## src/rtl/tx_rs_pkg.sv

```systemverilog
// ---------------------------------------------------------------------------
// tx_rs_pkg
// Shared definitions for the RS-block TX framer: FSM state encoding, counter
// widths and the small elaboration-time helpers used to size ports and derive
// the check-slot count of each RS block.
// ---------------------------------------------------------------------------
package tx_rs_pkg;

    typedef enum logic [2:0] {
        ST_IDLE,
        ST_SOF,
        ST_LEN_LO,
        ST_LEN_HI,
        ST_DATA,
        ST_DUMMY,
        ST_CHECK
    } tx_state_t;

    localparam int BLK_W = 10;
    localparam int LEN_W = 15;

    // Ceiling log2, usable in parameter and port-width expressions.
    function automatic int clog2(input int value);
        int result;
        int rem;
        result = 0;
        rem    = value - 1;
        while (rem > 0) begin
            result = result + 1;
            rem    = rem >> 1;
        end
        return result;
    endfunction

    // Byte-enable / lane-select width; a single-lane word still needs one bit.
    function automatic int be_width(input int in_bytes);
        return (clog2(in_bytes) < 1) ? 1 : clog2(in_bytes);
    endfunction

    // Check-slot cycles per block: parity symbols plus encoder latency slack.
    function automatic int rs_r(input int rs_n, input int rs_k, input int chk_pad);
        return rs_n - rs_k + chk_pad;
    endfunction

endpackage

```

## src/rtl/tx_byte_unpacker.sv

```systemverilog
// ---------------------------------------------------------------------------
// tx_byte_unpacker
// Word-to-byte lane selection for the TX framer. Picks byte i_bsel of the
// current input word, decides whether that byte is the last one of the word
// (the EOF word may be short, as given by i_be) and produces the word ack
// together with the next lane index.
//
// Ports:
//   i_data      input word, byte 0 in bits [7:0]
//   i_be        index of last valid byte, only meaningful with i_eof
//   i_eof       current word is the last of the frame
//   i_val       current word is valid
//   i_active    framer is in its payload state
//   i_bsel      lane currently being emitted
//   o_byte      selected lane
//   o_ack       word fully consumed this cycle
//   o_eof_sent  final byte of the frame consumed this cycle
//   o_bsel_nxt  lane index for the following cycle
// ---------------------------------------------------------------------------
module tx_byte_unpacker
    import tx_rs_pkg::*;
#(
    parameter int IN_BYTES = 4,
    parameter int BE_W     = be_width(IN_BYTES)
) (
    input  logic [8*IN_BYTES-1:0] i_data,
    input  logic [BE_W-1:0]       i_be,
    input  logic                  i_eof,
    input  logic                  i_val,
    input  logic                  i_active,
    input  logic [BE_W-1:0]       i_bsel,
    output logic [7:0]            o_byte,
    output logic                  o_ack,
    output logic                  o_eof_sent,
    output logic [BE_W-1:0]       o_bsel_nxt
);

    localparam logic [BE_W-1:0] FULL_LAST = BE_W'(IN_BYTES - 1);

    logic [BE_W-1:0] last;
    logic            at_last;
    logic            advance;

    // Lane mux written as a compare loop so that an out-of-range lane index
    // simply yields 00 instead of reading past the word.
    always_comb begin
        o_byte = 8'h00;
        for (int i = 0; i < IN_BYTES; i++) begin
            if (i_bsel == BE_W'(i)) begin
                o_byte = i_data[8*i +: 8];
            end
        end
    end

    assign last       = i_eof ? i_be : FULL_LAST;
    assign at_last    = (i_bsel == last);
    assign advance    = i_val && i_active;
    assign o_ack      = advance && at_last;
    assign o_eof_sent = o_ack && i_eof;

    // The lane index only moves on a valid payload byte; an underrun holds it
    // so the interrupted word resumes at the same byte.
    assign o_bsel_nxt = advance ? (at_last ? '0 : i_bsel + BE_W'(1)) : i_bsel;

endmodule

```

## src/rtl/tx_rs_framer.sv

```systemverilog
// ---------------------------------------------------------------------------
// tx_rs_framer
// Serialises frames from the MTL read-out word interface to one byte per
// cycle, framed into RS blocks: preamble, 15-bit length, payload, 00 padding
// up to a whole block, then check-symbol slots for the downstream encoder.
// Blocks may split an input word; the lane index survives the check slots.
//
// Ports:
//   i_clk, i_rst_n         clock, asynchronous active-low reset
//   i_ari_val/sof/eof      input word qualifiers
//   i_ari_be               last valid byte index on the EOF word
//   i_ari_data             input word, byte 0 sent first
//   o_ari_ack              word consumed (combinational)
//   i_ari_frame_len(_val)  payload length of the frame being started
//   o_sof                  registered, high with the preamble byte
//   o_data                 registered output symbol
//   o_rs_data_symbol       o_data belongs to the RS data part of a block
//   o_rs_check_symbol      reserved check-slot symbol, o_data is 00
//   o_len_err              pulse, payload count at EOF differs from length
//   o_underrun             pulse, input word missing during payload
// ---------------------------------------------------------------------------
module tx_rs_framer
    import tx_rs_pkg::*;
#(
    parameter int         IN_BYTES = 4,
    parameter int         RS_N     = 255,
    parameter int         RS_K     = 239,
    parameter int         CHK_PAD  = 7,
    parameter logic [7:0] PRE_BYTE = 8'h55
) (
    input  logic                          i_clk,
    input  logic                          i_rst_n,
    input  logic                          i_ari_val,
    input  logic                          i_ari_sof,
    input  logic                          i_ari_eof,
    input  logic [be_width(IN_BYTES)-1:0] i_ari_be,
    input  logic [8*IN_BYTES-1:0]         i_ari_data,
    output logic                          o_ari_ack,
    input  logic [14:0]                   i_ari_frame_len,
    input  logic                          i_ari_frame_len_val,
    output logic                          o_sof,
    output logic [7:0]                    o_data,
    output logic                          o_rs_data_symbol,
    output logic                          o_rs_check_symbol,
    output logic                          o_len_err,
    output logic                          o_underrun
);

    localparam int               BE_W      = be_width(IN_BYTES);
    localparam int               RS_R      = rs_r(RS_N, RS_K, CHK_PAD);
    localparam logic [BLK_W-1:0] DATA_LAST = BLK_W'(RS_K - 1);
    localparam logic [BLK_W-1:0] CHK_LAST  = BLK_W'(RS_R - 1);

    tx_state_t        state;
    tx_state_t        state_nxt;
    logic [BLK_W-1:0] r_blk;
    logic [BE_W-1:0]  r_bsel;
    logic [BE_W-1:0]  bsel_nxt;
    logic [LEN_W-1:0] r_len;
    logic [LEN_W-1:0] r_pcnt;
    logic             r_pend;
    logic [7:0]       lane_byte;
    logic [7:0]       data_nxt;
    logic             in_data;
    logic             data_wrap;
    logic             chk_done;
    logic             eof_sent;
    logic             start_ok;

    assign in_data   = (state == ST_DATA);
    assign data_wrap = (r_blk == DATA_LAST);
    assign chk_done  = (r_blk == CHK_LAST);
    assign start_ok  = i_ari_val && i_ari_sof && i_ari_frame_len_val;

    tx_byte_unpacker #(
        .IN_BYTES (IN_BYTES),
        .BE_W     (BE_W)
    ) u_unpack (
        .i_data     (i_ari_data),
        .i_be       (i_ari_be),
        .i_eof      (i_ari_eof),
        .i_val      (i_ari_val),
        .i_active   (in_data),
        .i_bsel     (r_bsel),
        .o_byte     (lane_byte),
        .o_ack      (o_ari_ack),
        .o_eof_sent (eof_sent),
        .o_bsel_nxt (bsel_nxt)
    );

    always_ff @(posedge i_clk or negedge i_rst_n) begin
        if (!i_rst_n) begin
            state <= ST_IDLE;
        end else begin
            state <= state_nxt;
        end
    end

    // Next state and the symbol to register. Leaving the check slots, an
    // unfinished frame (open lane index or EOF still to come) always resumes
    // payload before any new frame can start.
    always_comb begin
        state_nxt = state;
        data_nxt  = 8'h00;
        case (state)
            ST_IDLE: begin
                if (start_ok) begin
                    state_nxt = ST_SOF;
                end
            end
            ST_SOF: begin
                data_nxt  = PRE_BYTE;
                state_nxt = ST_LEN_LO;
            end
            ST_LEN_LO: begin
                data_nxt  = r_len[7:0];
                state_nxt = ST_LEN_HI;
            end
            ST_LEN_HI: begin
                data_nxt  = {1'b0, r_len[14:8]};
                state_nxt = ST_DATA;
            end
            ST_DATA: begin
                data_nxt = i_ari_val ? lane_byte : 8'h00;
                if (data_wrap) begin
                    state_nxt = ST_CHECK;
                end else if (eof_sent) begin
                    state_nxt = ST_DUMMY;
                end
            end
            ST_DUMMY: begin
                if (data_wrap) begin
                    state_nxt = ST_CHECK;
                end
            end
            ST_CHECK: begin
                if (chk_done) begin
                    if ((r_bsel != '0) || r_pend) begin
                        state_nxt = ST_DATA;
                    end else if (i_ari_val && !i_ari_sof) begin
                        state_nxt = ST_DATA;
                    end else if (start_ok) begin
                        state_nxt = ST_SOF;
                    end else begin
                        state_nxt = ST_IDLE;
                    end
                end
            end
            default: begin
                state_nxt = ST_IDLE;
            end
        endcase
    end

    // Block position, lane index, latched length and payload count. r_pend
    // marks a frame whose EOF byte has not gone out yet, so a block boundary
    // that lands exactly on a word boundary still resumes the same frame.
    always_ff @(posedge i_clk or negedge i_rst_n) begin
        if (!i_rst_n) begin
            r_blk  <= '0;
            r_bsel <= '0;
            r_len  <= '0;
            r_pcnt <= '0;
            r_pend <= 1'b0;
        end else begin
            case (state)
                ST_IDLE: begin
                    r_blk  <= '0;
                    r_bsel <= '0;
                    r_pend <= 1'b0;
                end
                ST_CHECK: begin
                    r_blk <= chk_done ? '0 : r_blk + BLK_W'(1);
                end
                default: begin
                    r_blk <= data_wrap ? '0 : r_blk + BLK_W'(1);
                    if (state == ST_SOF) begin
                        r_len  <= i_ari_frame_len;
                        r_pcnt <= '0;
                        r_bsel <= '0;
                        r_pend <= 1'b1;
                    end
                    if (in_data) begin
                        r_bsel <= bsel_nxt;
                        if (i_ari_val) begin
                            r_pcnt <= r_pcnt + LEN_W'(1);
                        end
                        if (eof_sent) begin
                            r_pend <= 1'b0;
                        end
                    end
                end
            endcase
        end
    end

    // Registered outputs; the length check sees the EOF byte itself through
    // the +1, so the error pulse lines up with that byte on o_data.
    always_ff @(posedge i_clk or negedge i_rst_n) begin
        if (!i_rst_n) begin
            o_sof             <= 1'b0;
            o_data            <= 8'h00;
            o_rs_data_symbol  <= 1'b0;
            o_rs_check_symbol <= 1'b0;
            o_len_err         <= 1'b0;
            o_underrun        <= 1'b0;
        end else begin
            o_sof             <= (state == ST_SOF);
            o_data            <= data_nxt;
            o_rs_data_symbol  <= (state != ST_IDLE) && (state != ST_CHECK);
            o_rs_check_symbol <= (state == ST_CHECK);
            o_len_err         <= eof_sent && ((r_pcnt + LEN_W'(1)) != r_len);
            o_underrun        <= in_data && !i_ari_val;
        end
    end

endmodule

```

## config.mk

```make
export PLATFORM = sky130hd
export DESIGN_NAME = tx_rs_framer
export DESIGN_NICKNAME = d
export VERILOG_FILES = /design/src/rtl/tx_rs_pkg.sv /design/src/rtl/tx_byte_unpacker.sv /design/src/rtl/tx_rs_framer.sv
export SDC_FILE = /design/constraint.sdc
export NUM_CORES = 1
export LEC_CHECK = 0
export ABC_CLOCK_PERIOD_IN_PS = 3000
export CORE_ASPECT_RATIO = 1.1
export CORE_MARGIN = 2
export CORE_UTILIZATION = 45
export DETAILED_ROUTE_END_ITERATION = 8
export HOLD_SLACK_MARGIN = 0.08
export PLACE_DENSITY = 0.71
export SYNTH_ARGS = -nofsm -noshare
export SYNTH_HDL_FRONTEND = slang
export SYNTH_SLANG_ARGS = --single-unit
```

## constraint.sdc

```tcl
create_clock -name i_clk -period 3 [get_ports i_clk]
set_clock_uncertainty 0.1 [all_clocks]
set_input_delay 0.6 -clock i_clk [delete_from_list [all_inputs] [get_ports i_clk]]
set_output_delay 0.6 -clock i_clk [all_outputs]
set_load 0.05 [all_outputs]
```

==> impl_metrics.json <==
{
  "status": "finished clean",
  "dp_cells": 510,
  "max_freq_mhz": 370,
  "comb_power_share": 0.360,
  "area_growth_syn_to_layout_pct": 29.1,
  "avgSynthCellArea_um2": 9.34,
  "post-route-drc-count": 0,
  "clock-sinks": 59,
  "relSlewSlack": 0.491,
  "drt_iter0_drc": 155,
  "ys_ff_latch": 59,
  "diodes": 0,
  "grt_pass1_vias": 2964,
  "first_pass_iters": 4,
  "synthCells": 369,
  "vias_per_cell": 5.82,
  "crit_arrival_ns": 2.00,
  "pwr_density_cell_nw_per_um2": 653,
  "io_buffers": 68,
  "h-tree-depth": 3,
  "yosysMostFrequentCell": "dfrtp_1",
  "cts_made_buffers": 9,
  "cts_tree": "yes",
  "coreArea_um2": 7430,
  "gp_congestion": 0.852,
  "io-pin-count": 69,
  "power_frac_seq": 0.338,
  "hp-class": "in2async",
  "async_flop_share": 1.00,
  "fin_cells": 526,
  "leakage_uw": 0.00184,
  "layout.nets": 496,
  "antenna_found_initial": 0,
  "worst_r2r_path_depth": 7,
  "worst_slew_pin_slew_ns": 0.763,
  "netlist_top_cells_count": "dfrtp_1 (59), nor2_1 (36), o21ai_0 (27), nand2_1 (23)",
  "root_buffer": "clkbuf_8",
  "clkPwrFrac": 0.302,
  "fp.dieH_um": 95.8,
  "vias": 3060,
  "final_max_slew_viol_count": 0,
  "p_int_uw": 1910,
  "yosysTopAreaCell": "dfrtp_1",
  "rsz0062_at_grt": "no",
  "place_ws_ns": 0.314,
  "cts_resized": 0,
  "synth_edf_count": 0,
  "ys_types": 54,
  "drive_above_1_share": 0.105,
  "crit_type": "in2out",
  "ir_worst_vdd_uv": 591,
  "ys.flop_type": "dfrtp_1",
  "start_kind": "primary input",
  "postRouteAntennaNets": 0,
  "cts.path.max_buffers": 2,
  "post_cts_buffers": 0,
  "grt_max_degree": 26,
  "critPathMaxFanout": 3,
  "groute.usage.overall": 0.226,
  "worst_slack_ns": 0.298,
  "cp_data_required_time_ns": 2.30,
  "cts.clk_slew.worst_paths_ns": 0.06,
  "dieWidth_um": 87.4,
  "insertion_delay_ns": 0.33,
  "ys_top_cells_by_area": "dfrtp_1 (43%), xnor2_1 (4.8%), mux2_2 (4.6%)",
  "hold_buffers": 0,
  "net-switching-power_uw": 993,
  "synth_fp_nets": 431,
  "start_util": 0.464,
  "dieArea_um2": 8370,
  "grt-ovfl-total": 0,
  "finalSetupViolations": 0,
  "synth.top_cell.area_share": 0.428,
  "dp_hpwl_um": 6610,
  "rr_startpoint": "r_pcnt[0]$_DFFE_PN0P_",
  "rrSetupSlack_ns": 0.47,
  "crit_path_end_kind": "primary output",
  "avgRoutedWirePerCell_um": 16.9,
  "period_needed_ns": 2.70,
  "syn-cell-area_um2": 3450,
  "drt_wl_total_um": 8870,
  "ys_warn_count": 0,
  "power.total_uw": 2910,
  "finalHoldViolations": 0,
  "rows": 33,
  "finalSetupTns_ns": 0,
  "swShare": 0.342,
  "ys_seq_area_frac": 0.428,
  "max-cap-violations": 0,
  "grt_pass1_wl_um": 14500,
  "fin_crit_sh": 0.901,
  "r2r_end": "o_len_err$_DFF_PN0_"
}
[routing by layer]
metal | track usage | wire (um) | share of wire
met4 | 0.0538 | 87 | 0.0098
met3 | 0.0472 | 317 | 0.036
met5 | 0 | 0 | 0
met1 | 0.284 | 3820 | 0.43
met2 | 0.398 | 4650 | 0.52
[logic make-up (layout without fill, tap and decap cells)]
family                   count (synthesis)  count (layout)  share of synthesized area
adder cells (fa/ha/maj)                  7               7                     0.0254
multiplexers                            17              17                     0.0545
flip-flops                              59              59                      0.428
buffers and inverters                   31             101                     0.0359
AO/OA/AOI/OAI                           92              92                      0.175
XOR/XNOR                                33              33                     0.0839
AND/OR/NAND/NOR                        130             130                      0.196
[worst max-delay path by stage]
stage,to,slack (ns),cells after the start,from
6_report,o_ari_ack,0.30,7,i_ari_be[0]
5_1_grt,o_ari_ack,0.20,7,i_ari_be[0]
4_1_cts,o_ari_ack,0.31,7,i_ari_be[0]
3_5_place_dp,o_ari_ack,0.31,7,i_ari_be[0]
3_3_place_gp,o_ari_ack,0.35,7,i_ari_be[0]
2_1_floorplan,o_ari_ack,0.42,6,state[0]$_DFFE_PN0P_
[stage by stage]
step / cell area [um2] / util / hold WS (ns)
finish: 4450 / 0.598 / 0.133
global route: 4450 / 0.598 / 0.160
CTS: 4450 / 0.598 / 0.131
detailed placement: 4210 / 0.566 / 0.335
global placement: 4210 / 0.566 / 0.342
floorplan: 3450 / - / 0.204
[sequential cells by signal, indices dropped and copies added (netlist names)]
register / count
r_bsel: 2
o_len_err: 1
o_sof: 1
r_pcnt: 15
r_pend: 1
o_rs_data_symbol: 1
o_underrun: 1
state: 3
o_data: 8
o_rs_check_symbol: 1
r_blk: 10
r_len: 15
[final cells by class]
class,count,area [um2]
Multi-Input combinational cell,279,1850
Clock buffer,11,141
Fill cell,659,2980
Inverter,10,37.5
Sequential cell,59,1480
Timing Repair Buffer,75,738
Clock inverter,5,100
Tap cell,87,109
[worst max-delay path, stage by stage]
cell	delay, ns
clkdlybuf4s50_1	0.53
xnor2_1	0.15
nand2_1	0.07
o21ai_0	0.15
a32oi_1	0.11
nor2_1	0.21
buf_12	0.17
[power by group through the flow]
stage,sequential [uW],clock [uW],combinational (uW)
global route,994,931,1150
CTS,982,890,1050
detailed placement,997,0,1040
global placement,990,0,1030
floorplan,1080,0,619
finish,983,877,1050
[cell usage in the layout (no fill, tap or decap), types with 4 or more instances in the layout]
cell type and count:
o21ai_0 27, nand2b_1 5, nand2_1 23, xor2_1 14
nor2_1 36, o31ai_1 5, o22ai_1 7, inv_1 10
nand4_1 10, and2_1 6, a221oi_1 7, clkdlybuf4s50_1 66
mux2_2 14, a21boi_0 4, buf_4 7, a21oi_1 19
nor2b_1 11, dfrtp_1 59, nor3_1 11, ha_1 7
clkbuf_8 10, nand3_1 12, xnor2_1 19
No activity file was read; power rests on OpenSTA's default activity.
